`src/rtl/walk_phase_controller.sv`:
```
// Pedestrian walk-phase sequencer: holds vehicle green until a walk request is
// pending and GREEN_MIN has elapsed, then runs yellow, all-red, walk and flash.
module walk_phase_controller #(
  parameter int GREEN_MIN   = 20,
  parameter int YELLOW_TIME = 6,
  parameter int ALLRED_TIME = 2,
  parameter int WALK_TIME   = 15,
  parameter int FLASH_TIME  = 10,
  parameter int FLASH_HALF  = 1
) (
  input  logic clk,
  input  logic reset,
  input  logic walkFlagTv,
  input  logic walkFlagNN,
  input  logic walkFlagNS,
  output logic resetTv,
  output logic resetNN,
  output logic resetNS,
  output logic carGreen,
  output logic carYellow,
  output logic carRed,
  output logic walkTv,
  output logic walkNN,
  output logic walkNS,
  output logic dontWalkTv,
  output logic dontWalkNN,
  output logic dontWalkNS
);

  typedef enum logic [2:0] {
    ST_GREEN,
    ST_YELLOW,
    ST_ALLRED,
    ST_WALK,
    ST_FLASH
  } state_e;

  localparam logic [7:0] GreenLast  = 8'(GREEN_MIN - 1);
  localparam logic [7:0] YellowLast = 8'(YELLOW_TIME - 1);
  localparam logic [7:0] AllredLast = 8'(ALLRED_TIME - 1);
  localparam logic [7:0] WalkLast   = 8'(WALK_TIME - 1);
  localparam logic [7:0] FlashLast  = 8'(FLASH_TIME - 1);
  localparam logic [7:0] HalfLast   = 8'(FLASH_HALF - 1);

  state_e     state_q, state_d;
  logic [7:0] timer_q, timer_d;
  logic [2:0] served_q, served_d;
  logic       flash_q, flash_d;
  logic [7:0] half_q, half_d;
  logic [2:0] flags;
  logic       flash_last;

  assign flags = {walkFlagTv, walkFlagNN, walkFlagNS};

  // NOTE: state uses non-blocking assignments so every register samples the
  // pre-edge values; reset is synchronous and overrides any transition.
  always_ff @(posedge clk) begin
    if (reset) begin
      state_q  <= ST_GREEN;
      timer_q  <= 8'd0;
      served_q <= 3'b000;
      flash_q  <= 1'b1;
      half_q   <= 8'd0;
    end else begin
      state_q  <= state_d;
      timer_q  <= timer_d;
      served_q <= served_d;
      flash_q  <= flash_d;
      half_q   <= half_d;
    end
  end

  // NOTE: every always_comb target gets a default first so no latch is inferred.
  always_comb begin
    state_d  = state_q;
    served_d = served_q;
    unique case (state_q)
      ST_GREEN:  if (timer_q >= GreenLast && |flags) state_d = ST_YELLOW;
      ST_YELLOW: if (timer_q == YellowLast) state_d = ST_ALLRED;
      ST_ALLRED: begin
        if (timer_q == AllredLast) begin
          state_d  = ST_WALK;
          served_d = flags;
        end
      end
      ST_WALK:   if (timer_q == WalkLast) state_d = ST_FLASH;
      ST_FLASH:  if (timer_q == FlashLast) state_d = ST_GREEN;
      default:   state_d = ST_GREEN;
    endcase

    if (state_d != state_q)   timer_d = 8'd0;
    else if (timer_q == 8'hFF) timer_d = timer_q;
    else                       timer_d = timer_q + 8'd1;
  end

  // Flash phase is primed to 1 outside FLASH so the first flash cycle shows don't-walk.
  always_comb begin
    flash_d = flash_q;
    half_d  = half_q;
    if (state_q != ST_FLASH) begin
      flash_d = 1'b1;
      half_d  = 8'd0;
    end else if (half_q == HalfLast) begin
      flash_d = ~flash_q;
      half_d  = 8'd0;
    end else begin
      half_d  = half_q + 8'd1;
    end
  end

  assign flash_last = (state_q == ST_FLASH) && (timer_q == FlashLast);

  always_comb begin
    carGreen  = 1'b0;
    carYellow = 1'b0;
    carRed    = 1'b0;
    {walkTv, walkNN, walkNS}             = 3'b000;
    {dontWalkTv, dontWalkNN, dontWalkNS} = 3'b111;
    {resetTv, resetNN, resetNS}          = flash_last ? served_q : 3'b000;
    unique case (state_q)
      ST_GREEN:  carGreen  = 1'b1;
      ST_YELLOW: carYellow = 1'b1;
      ST_ALLRED: carRed    = 1'b1;
      ST_WALK: begin
        carRed = 1'b1;
        {walkTv, walkNN, walkNS}             = served_q;
        {dontWalkTv, dontWalkNN, dontWalkNS} = ~served_q;
      end
      ST_FLASH: begin
        carRed = 1'b1;
        {dontWalkTv, dontWalkNN, dontWalkNS} = flash_q ? 3'b111 : ~served_q;
      end
      default:   carGreen  = 1'b1;
    endcase
  end

endmodule

```
`config.mk`:
```
export PLATFORM = sky130hd
export DESIGN_NAME = walk_phase_controller
export DESIGN_NICKNAME = d
export VERILOG_FILES = /design/src/rtl/walk_phase_controller.sv
export SDC_FILE = /design/constraint.sdc
export NUM_CORES = 1
export LEC_CHECK = 0
export CORE_ASPECT_RATIO = 0.75
export CORE_MARGIN = 1
export CORE_UTILIZATION = 28
export DETAILED_ROUTE_END_ITERATION = 16
export REMOVE_ABC_BUFFERS = 1
export SETUP_SLACK_MARGIN = 0.02
export SYNTH_ARGS = -nofsm -noshare
export SYNTH_HDL_FRONTEND = slang
export SYNTH_SLANG_ARGS = --single-unit
```
`constraint.sdc`:
```
create_clock -name clk -period 2.1 [get_ports clk]
set_clock_uncertainty 0.1 [all_clocks]
set_input_delay 0.42 -clock clk [delete_from_list [all_inputs] [get_ports clk]]
set_output_delay 0.42 -clock clk [all_outputs]
set_load 0.01 [all_outputs]
```
==> summary.log <==
[layout] Area Growth Syn to Fin 36.6%
[sta] setup repair after global routing missed its margin true
[sta] Max transition margin 79.0%
[route] Top Layer Used met4
[setup_path] cell with the largest stage delay on the worst path sky130_fd_sc_hd__or4_4
[clock_network] CTS Hold Bufs 0
[sta] Worst Hold Margin 403 ps
[setup_path] kind of cell adding the most delay to the critical path simple AND/OR/NAND/NOR gates
[synth] Seq cells post-synth 23
[layout] Filler Cell Count 463
[sta] number of pins with negative max-slew slack in the final report 0
[global_routing] initial antenna violation count 0
[place] RePlAce Congestion 0.751
[power_and_ir_drop] leakage dissipation 0.741 nW
[synth] gate count after technology mapping 155
[clock_network] insertion delay to the later sink of the worst-skew pair 270 ps
[setup_path] kind of end point of the critical path flop
[power_and_ir_drop] largest vdd supply drop 304 uV
[global_routing] GR Util All Layers 12.7%
[place] placement-stage worst setup slack -126 ps
[setup_path] startpoint types flop
[global_routing] via count of the first global-routing pass 1032
[route] wire length on met2 1170 um
[clock_network] count of clock tree sinks 23
[power_and_ir_drop] Power Dens Cells 441 nW/um^2
[synth] post-synth top area share 35.2%
[synth] number of distinct library cell variants in the gate-level netlist after synthesis 45
[setup_path] critical path's largest stage delay 570 ps
[setup_path] Crit Path Category reg2reg
[synth] Main synth FF type sky130_fd_sc_hd__dfxtp_1
[synth] library cell with the highest instance count after synthesis sky130_fd_sc_hd__dfxtp_1
[sta] transition time at the pin with the least slew margin 312 ps
[layout] antenna cell count 0
[synth] library cell with the largest summed area after synthesis sky130_fd_sc_hd__dfxtp_1
[floorplanning] die span in y 61.2 um
[route] antenna viol nets, final 0
[setup_path] Crit path arrival time 2040 ps
[floorplanning] count of standard-cell rows 21
[clock_network] number of H-tree levels 1
[global_routing] pin count of the biggest net entering global routing 14
[place] HPWL Detailed 2150 um
[synth] Post-synth EDFFs 0
[floorplanning] die width 80.9 um
[floorplanning] area inside the core boundary 4470 um^2
[synth] post-synthesis sequential area ratio 35.2%
[flow_run] max_cap viols 0
[sta] min cycle time layout 1990 ps
[route] Avg Vias per Cell 4.71
[setup_path] cells traversed along the worst timing path buf_4, or4_4, nor2_4, o22a_1, a21boi_4, nor3b_1
[sta] Fmax 503 MHz
[route] M1 WL 1590 um
[layout] net count reported at finish 200
[route] number of vias in the routed layout 1159
[hold_path] hold crit path type reg2reg
[outcome] outcome finished, final reports clean
[setup_path] worst-path maximum fanout 8
[route] Pre-Repair DR Iteration Count 4
[global_routing] grt total ovfl 0
[clock_network] buffer type at the clock tree root sky130_fd_sc_hd__clkbuf_8
[clock_network] clock buffer count from CTS 3
[place] port bufs 16
[power_and_ir_drop] Final Power 0.787 mW
[route] average detailed-routed wire length per instance 11.7 um
[floorplanning] total I/O pin count 17
[route] drc violations 0
[synth] fraction of synthesis flops using an asynchronous set or reset pin 0%
[sta] final setup margin 110 ps
[synth] Synth Cell Area 1310 um^2
[sta] Setup-failing EPs final 0
[sta] Hold Fails Final Rpt 0
[sta] share of the cycle needed by the critical path after routing 94.8%
[global_routing] wire length of the first global-routing pass 4830 um
[floorplanning] overall die area 4950 um^2
[route] number of violations reported at the end of detailed-routing iteration 0 49
[synth] yosys warns 0
[clock_network] maximum count of clock buffers along a single path 2
[route] total wire length 2870 um
[route] total length of routed met3 wires 103 um
[setup_path] required time worst endpoint 2150 ps
[clock_network] clock tree from TritonCTS built
[synth] leading cell types by total area after synthesis sky130_fd_sc_hd__dfxtp_1 (35%), sky130_fd_sc_hd__nor2_1 (6.0%), sky130_fd_sc_hd__ha_1 (4.8%)
[floorplanning] initial core utilization 29.2%
[synth] Post-synth top cells sky130_fd_sc_hd__dfxtp_1 (23), sky130_fd_sc_hd__nor2_1 (21), sky130_fd_sc_hd__nand2_1 (13)
[clock_network] post-CTS clock slew at the launch and capture registers of the worst setup and hold paths 80 ps
[synth] Mapped Avg Cell Area 8.43 um^2
[layout] layout cell share with drive strength beyond 1 30.2%
[setup_path] Buf+Inv Stages, Crit Path 1
[cells by family (layout without fill, tap and decap cells)]
kind of cell             after synthesis  after routing  share of synthesized area [%]
AND/OR/NAND/NOR                       81             81                           35.2
XOR/XNOR                               9              9                           6.03
adder cells (fa/ha/maj)                5              5                           4.79
AO/OA/AOI/OAI                         19             19                           11.1
flip-flops                            23             23                           35.2
multiplexers                           4              4                           3.07
buffers and inverters                 14             48                           4.50
[report_power, final]
group          internal [mW]  switching, mW
clock network          0.133          0.150
logic                 0.0322         0.0293
registers              0.439        0.00337
[per-layer routing]
metal	GRT usage (%)	vias to the layer above
li1	-	610
met1	19.8	526
met2	17.8	21
met3	3.11	2
met4	1.53	0
met5	0	-
[cell usage in the layout, fill, tap and decap left out, drive strengths merged, types with 3 or more instances in the layout]
cell	count
a21oi	5
clkbuf	7
buf	22
nand2	13
nor2	22
dlygate4sd2	7
nand3	9
and2	7
inv	6
nand4	4
xnor2	3
ha	5
dfxtp	23
mux2i	4
and3	4
nor3	3
clkdlybuf4s50	4
xor2	6
nor4	3
[path summary, 6_finish.rpt]
path	from	endpoint	slack, ps	depth (start not counted)
max	timer_q[7]	timer_q[7]	110	6
min	half_q[0]	half_q[0]	400	1
max reg2reg	timer_q[7]	timer_q[7]	110	6
min reg2reg	half_q[0]	half_q[0]	400	1
[registers in the layout (all words and copies together) (netlist names)]
signal	count
timer_q	8
half_q	8
flash_q	1
served_q	3
state_q	3
[worst register-to-register path, cell delays in order, from the launching register on]
cell and delay, ps:
sky130_fd_sc_hd__dfxtp_2 340, sky130_fd_sc_hd__buf_4 160, sky130_fd_sc_hd__or4_4 570, sky130_fd_sc_hd__nor2_4 110, sky130_fd_sc_hd__o22a_1 180, sky130_fd_sc_hd__a21boi_4 320
sky130_fd_sc_hd__nor3b_1 90
[timing repair]
| item | in CTS | in global routing |
|---|---|---|
| cloned | 0 | 0 |
| pin swaps | 1 | 9 |
| setup buffers | 1 | 1 |
| endpoints found under the setup margin | 12 | 16 |
| gates resized for setup | 26 | 24 |
[layout make-up]
type / instances / area [um^2] / area share, %
clock inverters: 1 / 5.00 / 0.281
well taps: 57 / 71.3 / 4.00
inverters: 6 / 22.5 / 1.26
flip-flops and latches: 23 / 474 / 26.6
repair buffers: 38 / 303 / 17.0
clock buffers: 3 / 41.3 / 2.31
multi-input cells: 118 / 867 / 48.6
[per-stage QoR]
stage / instances / utilization [%] / setup TNS (ps) / area [um^2]
2_1_floorplan: 147 / - / 0 / 1270
3_3_place_gp: 240 / 37.0 / -118 / 1650
3_5_place_dp: 240 / 37.0 / -358 / 1650
4_1_cts: 245 / 38.7 / 0 / 1730
5_1_grt: 246 / 39.9 / 0 / 1780
6_report: 246 / 39.9 / 0 / 1780
No activity file was read; power rests on OpenSTA's default activity.
